<file path="config.mk">
export PLATFORM = sky130hd
export DESIGN_NAME = line_raster_engine
export DESIGN_NICKNAME = d
export VERILOG_FILES = /design/src/rtl/line_pkg.sv /design/src/rtl/line_setup.sv /design/src/rtl/line_raster_engine.sv
export SDC_FILE = /design/constraint.sdc
export NUM_CORES = 1
export LEC_CHECK = 0
export CORE_MARGIN = 4
export CORE_UTILIZATION = 25
export DETAILED_ROUTE_END_ITERATION = 8
export GPL_TIMING_DRIVEN = 1
export PLACE_DENSITY = 0.43
export SLEW_MARGIN = 40
export SYNTH_ARGS = -nofsm -noshare
export SYNTH_HDL_FRONTEND = slang
export SYNTH_SLANG_ARGS = --single-unit
</file>
<file path="constraint.sdc">
create_clock -name clk -period 14.38 [get_ports clk]
set_input_delay 2.157 -clock clk [delete_from_list [all_inputs] [get_ports clk]]
set_output_delay 2.157 -clock clk [all_outputs]
set_load 0.05 [all_outputs]
</file>
<file path="src/rtl/line_pkg.sv">
// Shared types and screen constants for the line rasteriser.
package line_pkg;

    localparam int X_W_DEFAULT = 10;
    localparam int Y_W_DEFAULT = 9;
    localparam int SCREEN_W    = 640;
    localparam int SCREEN_H    = 480;

    typedef enum logic [1:0] {
        IDLE  = 2'd0,
        SETUP = 2'd1,
        DRAW  = 2'd2,
        DONE  = 2'd3
    } line_state_t;

endpackage

</file>
<file path="src/rtl/line_setup.sv">
// Combinational octant normaliser: folds any line onto a left-to-right walk
// along its major axis with a +/-1 minor step.
module line_setup #(
    parameter int X_W = 10,
    parameter int Y_W = 9,
    parameter int C_W = 11
) (
    input  logic [X_W-1:0]        x0,
    input  logic [Y_W-1:0]        y0,
    input  logic [X_W-1:0]        x1,
    input  logic [Y_W-1:0]        y1,
    output logic                  steep,
    output logic signed [C_W-1:0] major_start,
    output logic signed [C_W-1:0] minor_start,
    output logic signed [C_W-1:0] major_end,
    output logic signed [C_W-1:0] dx,
    output logic signed [C_W-1:0] dy,
    output logic signed [C_W-1:0] step
);

    logic signed [C_W-1:0] sx0, sy0, sx1, sy1;
    logic signed [C_W-1:0] abs_dx, abs_dy;
    logic signed [C_W-1:0] a0, b0, a1, b1;
    logic signed [C_W-1:0] minor_end;

    always_comb begin
        sx0 = C_W'(x0);
        sy0 = C_W'(y0);
        sx1 = C_W'(x1);
        sy1 = C_W'(y1);

        abs_dx = (sx1 >= sx0) ? sx1 - sx0 : sx0 - sx1;
        abs_dy = (sy1 >= sy0) ? sy1 - sy0 : sy0 - sy1;
        steep  = abs_dy > abs_dx;

        // a = major axis, b = minor axis
        if (steep) begin
            a0 = sy0; b0 = sx0; a1 = sy1; b1 = sx1;
        end else begin
            a0 = sx0; b0 = sy0; a1 = sx1; b1 = sy1;
        end

        if (a0 > a1) begin
            major_start = a1; minor_start = b1;
            major_end   = a0; minor_end   = b0;
        end else begin
            major_start = a0; minor_start = b0;
            major_end   = a1; minor_end   = b1;
        end

        dx   = major_end - major_start;
        dy   = (minor_end >= minor_start) ? minor_end - minor_start
                                          : minor_start - minor_end;
        step = (minor_end > minor_start) ? C_W'(1) : {C_W{1'b1}};
    end

endmodule

</file>
<file path="src/rtl/line_raster_engine.sv">
// Bresenham line rasteriser: one framebuffer pixel write per clock, then a
// one-cycle done pulse. Abort and reset cancel a line without done.
module line_raster_engine
    import line_pkg::*;
#(
    parameter int X_W = X_W_DEFAULT,
    parameter int Y_W = Y_W_DEFAULT
) (
    input  logic           clk,
    input  logic           reset,
    input  logic           start,
    input  logic           abort,
    input  logic [X_W-1:0] x0,
    input  logic [Y_W-1:0] y0,
    input  logic [X_W-1:0] x1,
    input  logic [Y_W-1:0] y1,
    input  logic           color_in,
    output logic           busy,
    output logic           done,
    output logic [X_W-1:0] x,
    output logic [Y_W-1:0] y,
    output logic           pixel_color,
    output logic           pixel_valid
);

    // One bit of headroom over the widest coordinate keeps the error term signed.
    localparam int C_W = ((X_W > Y_W) ? X_W : Y_W) + 1;
    localparam logic signed [C_W-1:0] ONE = C_W'(1);

    line_state_t state_reg, state_next;

    logic [X_W-1:0] x0_reg, x1_reg;
    logic [Y_W-1:0] y0_reg, y1_reg;
    logic           color_reg;

    logic                  steep_reg;
    logic signed [C_W-1:0] major_reg, minor_reg, major_end_reg;
    logic signed [C_W-1:0] dx_reg, dy_reg, step_reg, err_reg;
    logic [X_W-1:0]        x_reg;
    logic [Y_W-1:0]        y_reg;

    logic                  s_steep;
    logic signed [C_W-1:0] s_major_start, s_minor_start, s_major_end;
    logic signed [C_W-1:0] s_dx, s_dy, s_step;

    logic                  cmd_accept;
    logic                  last_pixel;
    logic signed [C_W-1:0] err_sub, err_next, minor_next, major_next;

    line_setup #(
        .X_W(X_W),
        .Y_W(Y_W),
        .C_W(C_W)
    ) u_setup (
        .x0         (x0_reg),
        .y0         (y0_reg),
        .x1         (x1_reg),
        .y1         (y1_reg),
        .steep      (s_steep),
        .major_start(s_major_start),
        .minor_start(s_minor_start),
        .major_end  (s_major_end),
        .dx         (s_dx),
        .dy         (s_dy),
        .step       (s_step)
    );

    assign cmd_accept = start && !abort;
    assign last_pixel = (major_reg == major_end_reg);

    always_comb begin
        err_sub    = err_reg - dy_reg;
        major_next = major_reg + ONE;
        if (err_sub < 0) begin
            minor_next = minor_reg + step_reg;
            err_next   = err_sub + dx_reg;
        end else begin
            minor_next = minor_reg;
            err_next   = err_sub;
        end
    end

    always_ff @(posedge clk) begin
        if (reset) begin
            state_reg <= IDLE;
        end else begin
            state_reg <= state_next;
        end
    end

    always_comb begin
        state_next = state_reg;
        unique case (state_reg)
            IDLE:    if (cmd_accept) state_next = SETUP;
            SETUP:   state_next = abort ? IDLE : DRAW;
            DRAW: begin
                if (abort)           state_next = IDLE;
                else if (last_pixel) state_next = DONE;
            end
            DONE:    state_next = IDLE;
            default: state_next = IDLE;
        endcase
    end

    always_ff @(posedge clk) begin
        if (reset) begin
            x0_reg        <= '0;
            y0_reg        <= '0;
            x1_reg        <= '0;
            y1_reg        <= '0;
            color_reg     <= 1'b0;
            steep_reg     <= 1'b0;
            major_reg     <= '0;
            minor_reg     <= '0;
            major_end_reg <= '0;
            dx_reg        <= '0;
            dy_reg        <= '0;
            step_reg      <= '0;
            err_reg       <= '0;
            x_reg         <= '0;
            y_reg         <= '0;
        end else begin
            unique case (state_reg)
                IDLE: begin
                    if (cmd_accept) begin
                        x0_reg    <= x0;
                        y0_reg    <= y0;
                        x1_reg    <= x1;
                        y1_reg    <= y1;
                        color_reg <= color_in;
                    end
                end
                SETUP: begin
                    steep_reg     <= s_steep;
                    major_reg     <= s_major_start;
                    minor_reg     <= s_minor_start;
                    major_end_reg <= s_major_end;
                    dx_reg        <= s_dx;
                    dy_reg        <= s_dy;
                    step_reg      <= s_step;
                    err_reg       <= s_dx >>> 1;
                    // First pixel must already sit on x/y when DRAW begins.
                    x_reg <= s_steep ? s_minor_start[X_W-1:0] : s_major_start[X_W-1:0];
                    y_reg <= s_steep ? s_major_start[Y_W-1:0] : s_minor_start[Y_W-1:0];
                end
                DRAW: begin
                    if (!last_pixel) begin
                        major_reg <= major_next;
                        minor_reg <= minor_next;
                        err_reg   <= err_next;
                        x_reg <= steep_reg ? minor_next[X_W-1:0] : major_next[X_W-1:0];
                        y_reg <= steep_reg ? major_next[Y_W-1:0] : minor_next[Y_W-1:0];
                    end
                end
                default: ;
            endcase
        end
    end

    assign busy        = (state_reg != IDLE);
    assign done        = (state_reg == DONE);
    assign pixel_valid = (state_reg == DRAW);
    assign x           = x_reg;
    assign y           = y_reg;
    assign pixel_color = color_reg;

endmodule

</file>
==> results of run 1 <==
logic make-up after synthesis:
family | count (synthesis) | synth area share [%]
simple gates | 514 | 20.5
compound gates | 452 | 25.0
buf+inv | 201 | 6.89
flops | 127 | 22.1
fa+ha+maj | 119 | 13.5
xor+xnor | 75 | 5.71
mux | 71 | 6.31
path summary, 6_finish.rpt:
check	from	to	slack, ns	cells after the start
max	y1_reg[0]$_SDFFE_PP0P_	dy_reg[8]$_SDFFE_PP0P_	2.11	46
min	dy_reg[2]$_SDFFE_PP0P_	dy_reg[2]$_SDFFE_PP0P_	0.45	2
max reg2reg	y1_reg[0]$_SDFFE_PP0P_	dy_reg[8]$_SDFFE_PP0P_	2.11	46
min reg2reg	dy_reg[2]$_SDFFE_PP0P_	dy_reg[2]$_SDFFE_PP0P_	0.45	2
layer usage:
| metal | up-vias | global-route usage [%] |
|---|---|---|
| met5 | - | 0 |
| met4 | 0 | 4.79 |
| met3 | 40 | 2.25 |
| met2 | 278 | 28.6 |
| met1 | 5373 | 23.6 |
| li1 | 5513 | - |
per-stage QoR:
step                      instance area, um2  hold WS (ns)
after floorplan                        11500         0.425
after global placement                 12700         0.445
after detailed placement               12800         0.450
after CTS                              13300         0.456
after global routing                   13300         0.483
final                                  13300         0.449
area by class of cell:
class                           instances  area [um2]
Clock buffer                           18         429
Clock inverter                         14         133
Fill cell                            5052       32200
Inverter                              104         390
Multi-Input combinational cell       1231        8260
Sequential cell                       127        2540
Tap cell                              600         751
Timing Repair Buffer                   86         810
critical path, delay by kind of cell (launching register included):
| family | cells | cell delay (ns) |
|---|---|---|
| XOR/XNOR | 2 | 0.31 |
| AO/OA/AOI/OAI | 22 | 5.83 |
| buffers and inverters | 6 | 1.46 |
| flip-flops | 1 | 0.43 |
| AND/OR/NAND/NOR | 7 | 1.13 |
| multiplexers | 4 | 1.17 |
| adder cells (fa/ha/maj) | 5 | 1.75 |
synth_stat cells (all sizes together), types with 39 or more instances:
master  count
dfxtp     127
xnor2      45
ha        108
o21ai      71
nor2      124
clkbuf     75
a21o       39
a21oi     163
nand2     222
mux2i      58
inv       103
layout by cell type, fill, tap and decap left out, drive strengths merged, types with 14 or more instances in the layout:
cell,instances
a31oi,15
inv,107
nand2,222
clkdlybuf4s50,64
nand3,37
nor2,124
dfxtp,127
a211oi,37
o21ai,71
xnor2,45
mux2i,58
a21oi,163
buf,22
xor2,30
nor3,30
nor2b,16
and2,14
ha,108
clkbuf,18
o211ai,30
a21o,39
==> results.yml, run 1 <==
floorplan:
  initial_utilization_pct: 25.3
  num_io_pins: 66
  dieWidth_um: 223
  dieArea_mm2: 0.0496
  coreArea_mm2: 0.0455
  die_h_um: 223
  rows: 78
clocking:
  insertion_delay_ns: 0.45
  cts-root-buf: "clkbuf_16"
  htree_levels: 4
  cts_max_path_buffers: 2
  postCtsSetupRepairBufs: 0
  cts_sinks: 127
  clk_pin_slew_worst_paths_ns: 0.06
  cts_hold_buf: 0
  cts_buffers: 17
  cts_tree: "done"
  ctsResizeCount: 0
route:
  wl_per_cell_um: 19.9
  highest_layer: "met4"
  wl_met2_um: 20200
  vias_per_cell: 5.14
  wl_met3_um: 1760
  drtIter0Drc: 934
  antenna_left: 0
  drc: 0
  via_count: 11200
  drt-met1-wl_um: 20600
  drt_first_pass_iters: 5
  wirelength_um: 43500
worst_setup_path:
  start_kind: "flip-flop"
  slowest_stage: "a311oi_4"
  slowest_delay_ns: 0.56
  required_ns: 14.71
  crit_type: "reg -> reg"
  arrival_ns: 12.60
  path_common_cell: "a21o_1"
  critPathMaxFanout: 47
  crit_path_end_kind: "flip-flop"
sta:
  fin_crit_sh_pct: 85.3
  min_period_ns: 12.27
  rsz0062_at_grt: "false"
  fin_tns_setup_ns: 0
  finalSetupViolations: 0
  finalHoldViolCount: 0
  fin_ws_ns: 2.11
  relSlewSlack_pct: 44.1
  slew_viol_final: 0
  fin_skew_ns: 0.0109
  tightest_slew_ns: 0.836
  fmax_mhz: 81.5
synthesis:
  async_flop_share_pct: 0
  synth_top_cell_by_area: "dfxtp_1"
  synth-edff-count: 0
  yosysTopAreaCellShare_pct: 22.1
  yosys_most_used_dff: "dfxtp_1"
  ys_warn_count: 0
  syn-num-nets: 1719
  syn_area_per_cell_um2: 7.39
  synth_area_leaders: "dfxtp_1, ha_1, nand2_1"
  synth_area_mm2: 0.0115
  ys_seq_elements: 127
  yosysUniqueCellTypes: 81
  ys_seq_area_share_pct: 22.1
  netlist_instances: 1559
status:
  status: "completed"
grt:
  antenna_found_initial: 0
  grt_max_degree: 63
  grt_pass1_vias: 10900
  grt_pass1_wl_um: 66700
  grtUsageTotal_pct: 17.3
  overflow: 0
placement:
  dp_hpwl_um: 33500
  gp_congestion: 0.929
  pre_cts_ws_ns: 1.96
  portBuffers: 65
  place_inst: 2148
finish:
  post-route-util_pct: 29.3
  syn_to_final_growth_pct: 15.7
  final_cells: 2180
  nNetsFinal: 1727
  diodes: 0
  drive_gt1_share_pct: 6.01
worst_hold_path:
  min_path_type: "reg -> reg"
flow_run:
  cap_violations: 0
Power of run 1 is not shown: default switching activity piles up to over one toggle a cycle in this logic, so the estimate is an artifact.
==> inputs of run 2 (changes only) <==
--- a/config.mk
+++ b/config.mk
@@ -5,11 +5,13 @@
 export SDC_FILE = /design/constraint.sdc
 export NUM_CORES = 1
 export LEC_CHECK = 0
+export CELL_PAD_IN_SITES_DETAIL_PLACEMENT = 1
+export CELL_PAD_IN_SITES_GLOBAL_PLACEMENT = 1
 export CORE_MARGIN = 4
 export CORE_UTILIZATION = 25
 export DETAILED_ROUTE_END_ITERATION = 8
 export GPL_TIMING_DRIVEN = 1
-export PLACE_DENSITY = 0.43
+export PLACE_DENSITY = 0.53
 export SLEW_MARGIN = 40
 export SYNTH_ARGS = -nofsm -noshare
 export SYNTH_HDL_FRONTEND = slang
==> constraint.sdc (replaced) <==
create_clock -name clk -period 14.38 [get_ports clk]
set_input_delay 1.438 -clock clk [delete_from_list [all_inputs] [get_ports clk]]
set_output_delay 1.438 -clock clk [all_outputs]
set_load 0.05 [all_outputs]
==> results.yml, run 2 (synthesis gave the netlist of run 1 again) <==
worst_setup_path:
  crit_family: "compound AO/OA/AOI/OAI gates"
  start_kind: "flip-flop"
  critPathMaxFanout: 65
  slowest_delay_ns: 0.76
  crit_path_end_kind: "flip-flop"
  slowest_stage: "o311ai_1"
  crit_type: "reg -> reg"
  critPathBufInv: 5
  arrival_ns: 12.62
  required_ns: 14.71
sta:
  fin_crit_sh_pct: 85.4
  relSlewSlack_pct: 45.4
  rsz0062_at_grt: "false"
  fmax_mhz: 81.4
  min_period_ns: 12.28
  fin_skew_ns: 0.0279
  slew_viol_final: 0
  tightest_slew_ns: 0.807
  fin_tns_setup_ns: 0
  finalSetupViolations: 0
  finalHoldViolCount: 0
  fin_ws_ns: 2.10
clocking:
  postCtsSetupRepairBufs: 0
  cts_sinks: 127
  insertion_delay_ns: 0.48
  htree_levels: 4
  clk_pin_slew_worst_paths_ns: 0.06
  cts_hold_buf: 0
  cts_max_path_buffers: 2
  ctsResizeCount: 0
  cts_tree: "done"
  cts_buffers: 17
  cts-root-buf: "clkbuf_16"
status:
  status: "completed"
route:
  wl_per_cell_um: 21.4
  antenna_left: 0
  drc: 0
  drt_first_pass_iters: 5
  vias_per_cell: 5.20
  wirelength_um: 46700
  drtIter0Drc: 716
  via_count: 11400
finish:
  fill_cells: 5598
  nNetsFinal: 1732
  stdcell_area_mm2: 0.0134
  syn_to_final_growth_pct: 16.2
  mostFrequentLayoutCell: "nand2_1"
  final_cell_mix: "nand2_1, a21oi_1, dfxtp_1"
  drive_gt1_share_pct: 6.37
  post-route-util_pct: 29.4
  diodes: 0
grt:
  grt_pass1_wl_um: 71900
  antenna_found_initial: 0
  overflow: 0
  grt_max_degree: 72
  grt_pass1_vias: 11600
  grtUsageTotal_pct: 18.7
flow_run:
  cap_violations: 0
placement:
  gp_congestion: 0.920
  dp_hpwl_um: 36700
  pre_cts_ws_ns: 2.03
  placed_cell_area_mm2: 0.0128
  portBuffers: 65
floorplan:
  die_h_um: 223
  coreArea_mm2: 0.0455
  dieWidth_um: 223
  rows: 78
  dieArea_mm2: 0.0496
  initial_utilization_pct: 25.3
  num_io_pins: 66
worst_hold_path:
  min_path_type: "reg -> reg"
[run 2: changes by cell type in the layout (fill, tap and decap cells not counted), sizes merged]
| cell | change |
|---|---|
| clkbuf | +1 |
| clkinvlp | -2 |
| clkinv | -2 |
| buf | +5 |
| inv | +3 |
[run 2: tightest hold or removal path: stages, from the launching register on]
cell and delay (ns):
dfxtp_1 0.31, nand2_1 0.05, o21ai_1 0.05
[run 2: metal layers]
metal,share of wire [%],GRT usage (%)
met1,49,26.1
met2,46,30.3
met3,3.0,2.75
met4,1.6,4.65
met5,0,0
[run 2: worst paths after layout]
check | startpoint | slack [ns] | end | depth (start not counted)
worst max-delay path | y1_reg[0]$_SDFFE_PP0P_ | 2.10 | dy_reg[8]$_SDFFE_PP0P_ | 45
worst min-delay path | dy_reg[8]$_SDFFE_PP0P_ | 0.45 | dy_reg[8]$_SDFFE_PP0P_ | 2
worst max register to register | y1_reg[0]$_SDFFE_PP0P_ | 2.10 | dy_reg[8]$_SDFFE_PP0P_ | 45
worst min register to register | dy_reg[8]$_SDFFE_PP0P_ | 0.45 | dy_reg[8]$_SDFFE_PP0P_ | 2
[run 2: cell type report]
class,count,area (um2),share of cell area (%)
Timing Repair Buffer,91,875,6.54
Inverter,104,390,2.92
Clock inverter,13,126,0.945
Tap cell,600,751,5.61
Multi-Input combinational cell,1231,8250,61.7
Clock buffer,19,443,3.31
Sequential cell,127,2540,19.0
[run 2: per-stage QoR]
stage	instances	hold WS, ns
2_1_floorplan	1559	0.425
3_3_place_gp	2151	0.443
3_5_place_dp	2153	0.449
4_1_cts	2185	0.457
5_1_grt	2185	0.475
6_report	2185	0.452
Power of run 2 is left out for the same reason.
